File: config.mk
export PLATFORM = sky130hd
export DESIGN_NAME = memory_arbiter_flat
export DESIGN_NICKNAME = d
export VERILOG_FILES = /design/src/rtl/memory_arbiter_pkg.sv /design/src/rtl/memory_arbiter_if.sv /design/src/rtl/bus_watchdog.sv /design/src/rtl/memory_arbiter.sv /design/src/flat_wrapper.sv
export SDC_FILE = /design/constraint.sdc
export NUM_CORES = 1
export LEC_CHECK = 0
export CAP_MARGIN = 25
export CORE_MARGIN = 3
export CORE_UTILIZATION = 42
export DETAILED_ROUTE_END_ITERATION = 16
export PLACE_DENSITY_LB_ADDON = 0.12
export SLEW_MARGIN = 40
export SYNTH_ARGS = -nofsm -noshare
export SYNTH_HDL_FRONTEND = slang
export SYNTH_SLANG_ARGS = --single-unit
File: constraint.sdc
create_clock -name clock -period 6.4 [get_ports clock]
set_input_delay 1.28 -clock clock [delete_from_list [all_inputs] [get_ports clock]]
set_output_delay 1.28 -clock clock [all_outputs]
set_load 0.01 [all_outputs]
File: src/rtl/memory_arbiter_pkg.sv
// Shared definitions for the memory arbiter: FSM state encodings and bus
// direction / lane constants.
package memory_arbiter_pkg;

    typedef enum logic [1:0] {
        IDLE        = 2'd0,
        DATA        = 2'd1,
        INSTRUCTION = 2'd2
    } arbiter_state_t;

    localparam logic       READ       = 1'b0;
    localparam logic       WRITE      = 1'b1;
    localparam logic [3:0] SELECT_ALL = 4'b1111;

endpackage

File: src/rtl/memory_arbiter_if.sv
// Memory-side bus between the arbiter (master) and the memory (slave).
interface memory_arbiter_if;

    logic        bus_request;
    logic        bus_write;
    logic [31:0] bus_address;
    logic [3:0]  bus_select;
    logic [31:0] bus_write_data;
    logic [31:0] bus_read_data;
    logic        bus_acknowledge;

    modport master (
        output bus_request, bus_write, bus_address, bus_select, bus_write_data,
        input  bus_read_data, bus_acknowledge
    );

    modport slave (
        input  bus_request, bus_write, bus_address, bus_select, bus_write_data,
        output bus_read_data, bus_acknowledge
    );

endinterface

File: src/rtl/bus_watchdog.sv
// Busy-cycle counter that flags the last permitted cycle of an unanswered
// bus transaction.
module bus_watchdog #(
    parameter int LIMIT = 255
) (
    input  logic clock,
    input  logic reset,
    input  logic clear,
    input  logic count_enable,
    output logic limit_reached
);

    localparam logic [7:0] LAST = 8'(LIMIT - 1);

    logic [7:0] count;

    always_ff @(posedge clock or posedge reset) begin
        if (reset) begin
            count <= 8'd0;
        end else if (clear) begin
            count <= 8'd0;
        end else if (count_enable) begin
            count <= count + 8'd1;
        end
    end

    // Fires during the LIMIT-th unanswered cycle so the abort lands on its closing edge.
    assign limit_reached = count_enable && (count == LAST);

endmodule

File: src/rtl/memory_arbiter.sv
// Arbitrates instruction fetches and data loads/stores onto one memory bus,
// data side first, with a watchdog abort for unanswered transactions.
module memory_arbiter
    import memory_arbiter_pkg::*;
#(
    parameter int WATCHDOG_LIMIT = 255
) (
    input  logic                    clock,
    input  logic                    reset,
    input  logic                    instruction_read_enable,
    input  logic [31:0]             instruction_read_address,
    output logic [31:0]             instruction_read_data,
    output logic                    instruction_ready,
    input  logic                    data_read_enable,
    input  logic                    data_write_enable,
    input  logic [31:0]             data_read_address,
    input  logic [31:0]             data_write_address,
    input  logic [3:0]              data_write_select,
    input  logic [31:0]             data_write_data,
    output logic [31:0]             data_read_data,
    output logic                    data_ready,
    output logic                    stall_request,
    output logic                    bus_error,
    memory_arbiter_if.master        bus
);

    arbiter_state_t state, state_next;

    logic        bus_write_r;
    logic [31:0] bus_address_r;
    logic [3:0]  bus_select_r;
    logic [31:0] bus_write_data_r;

    logic busy, acknowledged, limit_reached, transaction_done;
    logic data_pending, fetch_pending;

    // A requester whose ready pulse is showing has just been served; do not re-issue it.
    assign data_pending     = (data_read_enable || data_write_enable) && !data_ready;
    assign fetch_pending    = instruction_read_enable && !instruction_ready;
    assign busy             = (state != IDLE);
    assign acknowledged     = busy && bus.bus_acknowledge;
    assign transaction_done = acknowledged || limit_reached;

    bus_watchdog #(
        .LIMIT(WATCHDOG_LIMIT)
    ) watchdog (
        .clock        (clock),
        .reset        (reset),
        .clear        (!busy),
        .count_enable (busy && !bus.bus_acknowledge),
        .limit_reached(limit_reached)
    );

    always_ff @(posedge clock or posedge reset) begin
        if (reset) begin
            state <= IDLE;
        end else begin
            state <= state_next;
        end
    end

    always_comb begin
        state_next = state;
        case (state)
            IDLE: begin
                if (data_pending) begin
                    state_next = DATA;
                end else if (fetch_pending) begin
                    state_next = INSTRUCTION;
                end
            end
            DATA, INSTRUCTION: begin
                if (transaction_done) begin
                    state_next = IDLE;
                end
            end
            default: state_next = IDLE;
        endcase
    end

    // Bus fields are latched once at acceptance and held until the transaction ends.
    always_ff @(posedge clock or posedge reset) begin
        if (reset) begin
            bus_write_r      <= READ;
            bus_address_r    <= 32'd0;
            bus_select_r     <= 4'd0;
            bus_write_data_r <= 32'd0;
        end else if (state == IDLE) begin
            if (data_pending) begin
                if (data_write_enable) begin
                    bus_write_r      <= WRITE;
                    bus_address_r    <= data_write_address;
                    bus_select_r     <= data_write_select;
                    bus_write_data_r <= data_write_data;
                end else begin
                    bus_write_r      <= READ;
                    bus_address_r    <= data_read_address;
                    bus_select_r     <= SELECT_ALL;
                    bus_write_data_r <= 32'd0;
                end
            end else if (fetch_pending) begin
                bus_write_r      <= READ;
                bus_address_r    <= instruction_read_address;
                bus_select_r     <= SELECT_ALL;
                bus_write_data_r <= 32'd0;
            end
        end
    end

    // An aborted read returns zero so the requester never sees stale data as fresh.
    always_ff @(posedge clock or posedge reset) begin
        if (reset) begin
            instruction_ready     <= 1'b0;
            data_ready            <= 1'b0;
            instruction_read_data <= 32'd0;
            data_read_data        <= 32'd0;
            bus_error             <= 1'b0;
        end else begin
            instruction_ready <= (state == INSTRUCTION) && transaction_done;
            data_ready        <= (state == DATA) && transaction_done;
            if ((state == INSTRUCTION) && transaction_done) begin
                instruction_read_data <= acknowledged ? bus.bus_read_data : 32'd0;
            end
            if ((state == DATA) && transaction_done && (bus_write_r == READ)) begin
                data_read_data <= acknowledged ? bus.bus_read_data : 32'd0;
            end
            if (limit_reached) begin
                bus_error <= 1'b1;
            end
        end
    end

    assign stall_request = !reset &&
                           ((instruction_read_enable && !instruction_ready) ||
                            ((data_read_enable || data_write_enable) && !data_ready));

    assign bus.bus_request    = busy;
    assign bus.bus_write      = bus_write_r;
    assign bus.bus_address    = bus_address_r;
    assign bus.bus_select     = bus_select_r;
    assign bus.bus_write_data = bus_write_data_r;

endmodule
File: src/flat_wrapper.sv
// flat-port wrapper written by rule: the top's interface ports become plain ports
module memory_arbiter_flat import memory_arbiter_pkg::*;
#(
    parameter int WATCHDOG_LIMIT = 255
)
  (clock, reset, instruction_read_enable, instruction_read_address, instruction_read_data, instruction_ready, data_read_enable, data_write_enable, data_read_address, data_write_address, data_write_select, data_write_data, data_read_data, data_ready, stall_request, bus_error, bus_bus_request, bus_bus_write, bus_bus_address, bus_bus_select, bus_bus_write_data, bus_bus_read_data, bus_bus_acknowledge);
  memory_arbiter_if bus_i ();
  input  logic clock;
  input  logic reset;
  input  logic instruction_read_enable;
  input  logic [31:0] instruction_read_address;
  output logic [31:0] instruction_read_data;
  output logic instruction_ready;
  input  logic data_read_enable;
  input  logic data_write_enable;
  input  logic [31:0] data_read_address;
  input  logic [31:0] data_write_address;
  input  logic [3:0] data_write_select;
  input  logic [31:0] data_write_data;
  output logic [31:0] data_read_data;
  output logic data_ready;
  output logic stall_request;
  output logic bus_error;
  output wire logic [$bits(bus_i.bus_request)-1:0] bus_bus_request;
  output wire logic [$bits(bus_i.bus_write)-1:0] bus_bus_write;
  output wire logic [$bits(bus_i.bus_address)-1:0] bus_bus_address;
  output wire logic [$bits(bus_i.bus_select)-1:0] bus_bus_select;
  output wire logic [$bits(bus_i.bus_write_data)-1:0] bus_bus_write_data;
  input wire logic [$bits(bus_i.bus_read_data)-1:0] bus_bus_read_data;
  input wire logic [$bits(bus_i.bus_acknowledge)-1:0] bus_bus_acknowledge;
  assign bus_bus_request = bus_i.bus_request;
  assign bus_bus_write = bus_i.bus_write;
  assign bus_bus_address = bus_i.bus_address;
  assign bus_bus_select = bus_i.bus_select;
  assign bus_bus_write_data = bus_i.bus_write_data;
  assign bus_i.bus_read_data = bus_bus_read_data;
  assign bus_i.bus_acknowledge = bus_bus_acknowledge;
  memory_arbiter #(.WATCHDOG_LIMIT(WATCHDOG_LIMIT)) u_core (.clock(clock), .reset(reset), .instruction_read_enable(instruction_read_enable), .instruction_read_address(instruction_read_address), .instruction_read_data(instruction_read_data), .instruction_ready(instruction_ready), .data_read_enable(data_read_enable), .data_write_enable(data_write_enable), .data_read_address(data_read_address), .data_write_address(data_write_address), .data_write_select(data_write_select), .data_write_data(data_write_data), .data_read_data(data_read_data), .data_ready(data_ready), .stall_request(stall_request), .bus_error(bus_error), .bus(bus_i));
endmodule
* Yosys cells after proc, flatten, opt, wreduce, memory -nomap -nowiden *
Index checks and enable logic that the tools add are counted.

word-level totals
  flip-flop bits (word level) = 146
  bits of input ports = 170
  logic and storage cells = 60
  output and inout port bits = 138

cells by class
  muxes and demuxes = 19
  bitwise logic cells = 1
  $add $sub $neg = 1
  eq/ne operators = 6
  reduce and logical (&&, ||, !) cells = 22

operators with widths
  cell                                                             number
  32-bit 2-to-1 mux                                                7
  8-bit 2-to-1 mux                                                 2
  4-bit 2-to-1 mux                                                 3
  1-bit logical AND                                                9
  8-bit by 1-bit adder with 8-bit output, second input constant    1
  8-bit == test, second input constant                             1
  2-bit 2-to-1 mux                                                 3
  1-bit zero test                                                  4
  2-bit case mux with 2 select lines                               1
  2-bit AND reduction                                              2
  2-bit nonzero test                                               2
  1-bit logical OR                                                 3
  1-bit 2-to-1 mux                                                 3
  3-bit by 1-bit != test with 1-bit output, second input constant  1
  2-bit by 1-bit == test with 1-bit output, second input constant  1
  2-bit == test, second input constant                             1
  2-bit zero test                                                  1
  2-bit by 1-bit != test with 1-bit output, second input constant  1
  2-bit != test, second input constant                             1
  2-bit OR reduction                                               1
  1-bit NOT                                                        1

* Depth between registers and ports, before layout *
  depth after elaboration = 6
  depth in mapped cells = 8

* Hierarchy *
From an unflattened synthesis, not the netlist that was laid out.

unflattened totals
  cells, all modules = 506
  area, all modules = 6,771.5 um2

modules (own cells, without submodules)
  module          sequential area each (um2)  area each (um2)  cells an instance  instances
  memory_arbiter  3,453.3                     6,352.3          464                1
  bus_watchdog    200.2                       419.2            42                 1

* Worst setup path after synthesis *
OpenSTA, ideal clock, no wires.

  path kind = input -> output
  from = in data_write_enable
  to = out stall_request
  data required time = 5.120 ns
  slack = 3.030 ns
  arrival time = 2.090 ns
  stages on the path = 6
  cell sequence = buf_6 > o21ba_1 > buf_2 > buf_2 > nor2_1 > nor2_1

between the ends
  word-level cells in the longest chain between the ends = 4

RTL lines
  what                line                   text
  start: declaration  flat_wrapper.sv:15     input logic data_write_enable;
  1-bit logical OR    memory_arbiter.sv:135  ((data_read_enable || data_write_enable) && !data_ready));
  1-bit logical AND   memory_arbiter.sv:135
  1-bit logical OR    memory_arbiter.sv:134  ((instruction_read_enable && !instruction_ready) ||
  1-bit logical AND   memory_arbiter.sv:133  assign stall_request = !reset &&
  end: declaration    flat_wrapper.sv:22     output logic stall_request;

Every way passes these cells.

* Final worst setup path *
Same ends and word-level chain as after synthesis.

==> metrics <==
status complete, no violations; H-tree lvl count 4; first-pass GRT wire length 32.4 mm; startpoint class of the critical path input pin; cts repair resizes 0; Crit. End Element output port; syn nets 693; Worst Hold Class reg2reg; static leakage 4.34 nW; number of synthesized flops with an enable pin 0; register bit total from synthesis 146; Diodes inserted 0; port bufs 307; share of cells above drive strength 1 17.5%; count leader, synth dfrtp_1; CTS buffer count 17; vias in the first global route 5935; global route overflow 0; Final Hold Vio Count 0; Final TNS setup 0 ns; Layout Skew 0.0177 ns; P&R area growth vs syn 56.4%; die width 134 um; CP max-delay cell clkdlybuf4s50_1; largest net degree at the start of global routing 97; met3 routed WL 1.66 mm; Avg WL per Cell 19.8 um; pwr dens 436 nW/um^2; area of the core 15900 um^2; Sink Count 146; drt first-iter violations 210; First-pass DRT Iterations 4; VDD IR max 208 uV; filler cell count 1158; leading area contributor after synthesis dfrtp_1; cells along the critical path clkdlybuf4s50_1 > buf_4 > o21ba_1 > nor2_1 > nor2_1 > clkdlybuf4s50_1; Routed Antenna Nets 0; routed wire length 20.5 mm; Slew @ Worst Pin 0.801 ns; Clk pin slew, worst setup/hold paths 0.06 ns; Buf+Inv Stages, Crit Path 3; Residual DRC 0; syn avg cell area 13.2 um^2; RSZ-0062 raised after global routing no; Arrival @ worst endpoint 3.11 ns; nets 984; Cell variety after synth 40; Post-Place Cells 1005; Core Rows 46; register area share after synthesis 53.3%; Fin Hold WS 0.488 ns; delay-heaviest family, CP buffers and inverters; Total GRT Usage 22.6%; synth warn 0; CTS hold repair buffers 0; die height 134 um; Clk Latency, worst-skew pair 0.42 ns; Starting Density 43.0%; post-layout min period 4.39 ns; Synth top cells by count dfrtp_1, a22o_1, mux2_2, a21o_1, mux2_4; Mapped Cells 518; Crit Path Class in2out; Post-Syn Area 6860 um^2; Max Buffers Root-to-Sink 2; Slew Viols, Final 0; worst-path maximum fanout 35; die area 17900 um^2; HPWL after detailed placement 14.4 mm; uppermost layer routed met4; Main synth FF type dfrtp_1; top post-synthesis cells by area dfrtp_1, a22o_1, mux2_2, a21o_1, mux2_4; DR WL met2 10.3 mm; wl on met1 8.27 mm; io pins 308; async set-or-reset flop fraction in the synthesized netlist 100%; Max-slew headroom 46.4%; Period Utilization, post-route 68.6%; FF/Latch Area 3650 um^2; vias per cell 5.30; Yosys top cell area share 53.3%; CTS tree done; endpoints failing setup 0; MaxCap Viol Count 0; final std cells w/o fill 1038; Multi-input gate area 3010 um^2; vias 5503; FMAX 0.228 GHz; Critical Path RT 5.12 ns; Setup Buffers After CTS 0; placer congestion estimate 0.847; initial antenna violation count 0; max incr delay on CP 0.57 ns; root buffer cell clkbuf_16
==> metrics by stage <==
| stage | power [mW] | utilization, % | instance area [um^2] | worst slack [ns] |
|---|---|---|---|---|
| global route | 4.93 | 67.2 | 10700 | 1.91 |
| CTS | 4.70 | 67.1 | 10700 | 2.02 |
| floorplan | 2.62 | - | 6860 | 1.20 |
| finish | 4.67 | 67.2 | 10700 | 2.01 |
| global placement | 3.59 | 63.2 | 10100 | 2.09 |
| detailed placement | 3.65 | 63.3 | 10100 | 2.02 |
==> flip-flops by register name, summed over array words and instances, names as in the netlist <==
signal	cells
u_core.instruction_ready	1
u_core.bus_error	1
u_core.bus.bus_address	32
u_core.state	2
u_core.data_read_data	32
u_core.data_ready	1
u_core.bus.bus_write_data	32
u_core.bus.bus_write	1
u_core.watchdog.count	8
u_core.instruction_read_data	32
u_core.bus.bus_select	4
==> cell families after synthesis <==
group                    Yosys count  share of synthesized area [%]
adder cells (fa/ha/maj)            5                          0.912
buffers and inverters             50                           3.63
AO/OA/AOI/OAI                    186                           21.9
XOR/XNOR                           3                          0.383
flip-flops                       146                           53.3
multiplexers                      96                           17.2
AND/OR/NAND/NOR                   32                           2.70
==> layer usage <==
layer	global-route usage, %	up-vias
li1	-	2538
met1	27.6	2720
met2	38.2	229
met3	7.69	16
met4	6.23	0
met5	0	-
==> cell usage in the layout (no fill, tap or decap), types with 2 or more instances in the layout <==
cell and instances:
buf_4 8, clkbuf_8 2, inv_6 2, a21o_1 66
clkdlybuf4s50_1 307, nand2b_1 2, nand3_1 2, or3_1 3
o22ai_1 3, mux2_4 26, ha_1 5, bufinv_16 3
xor2_1 3, a22o_1 96, clkbuf_16 17, inv_1 5
mux2_2 70, clkinvlp_4 4, dfrtp_1 146, o22a_1 4
nor2_1 9, o21ai_0 4, or2_2 2, nand2_1 2
a21oi_1 4, nor3b_1 2, clkbuf_1 2
==> path summary, 6_finish.rpt <==
path / startpoint / end / slack (ns) / depth (start not counted)
min in group asynchronous: reset / u_core.bus.bus_write_data[25]$_DFFE_PP0P_ / 1.41 / 2
max in group asynchronous: reset / u_core.bus.bus_address[6]$_DFFE_PP0P_ / 3.87 / 3
worst min register to register: u_core.bus.bus_select[0]$_DFFE_PP0P_ / u_core.bus.bus_select[0]$_DFFE_PP0P_ / 0.49 / 1
worst min-delay path: u_core.bus.bus_select[0]$_DFFE_PP0P_ / u_core.bus.bus_select[0]$_DFFE_PP0P_ / 0.49 / 1
worst max register to register: u_core.state[0]$_DFFE_PP0P_ / u_core.bus.bus_write_data[13]$_DFFE_PP0P_ / 3.96 / 5
worst max-delay path: data_write_enable / stall_request / 2.01 / 6
==> power breakdown <==
group,switching (mW),internal [mW],total (mW),leakage (nW)
combinational,0.829,1.29,2.12,2.45
clock,0.386,0.637,1.02,0.286
sequential,0.250,1.28,1.53,1.61
total,1.46,3.21,4.67,4.34
==> final cells by class <==
type / count / share of cell area [%]
Clock buffer: 21 / 4.30
Clock inverter: 11 / 1.41
Inverter: 6 / 0.280
Multi-Input combinational cell: 322 / 28.0
Sequential cell: 146 / 34.1
Tap cell: 216 / 2.52
Timing Repair Buffer: 316 / 29.4
Note: power is estimated with default switching activity, not from simulation.
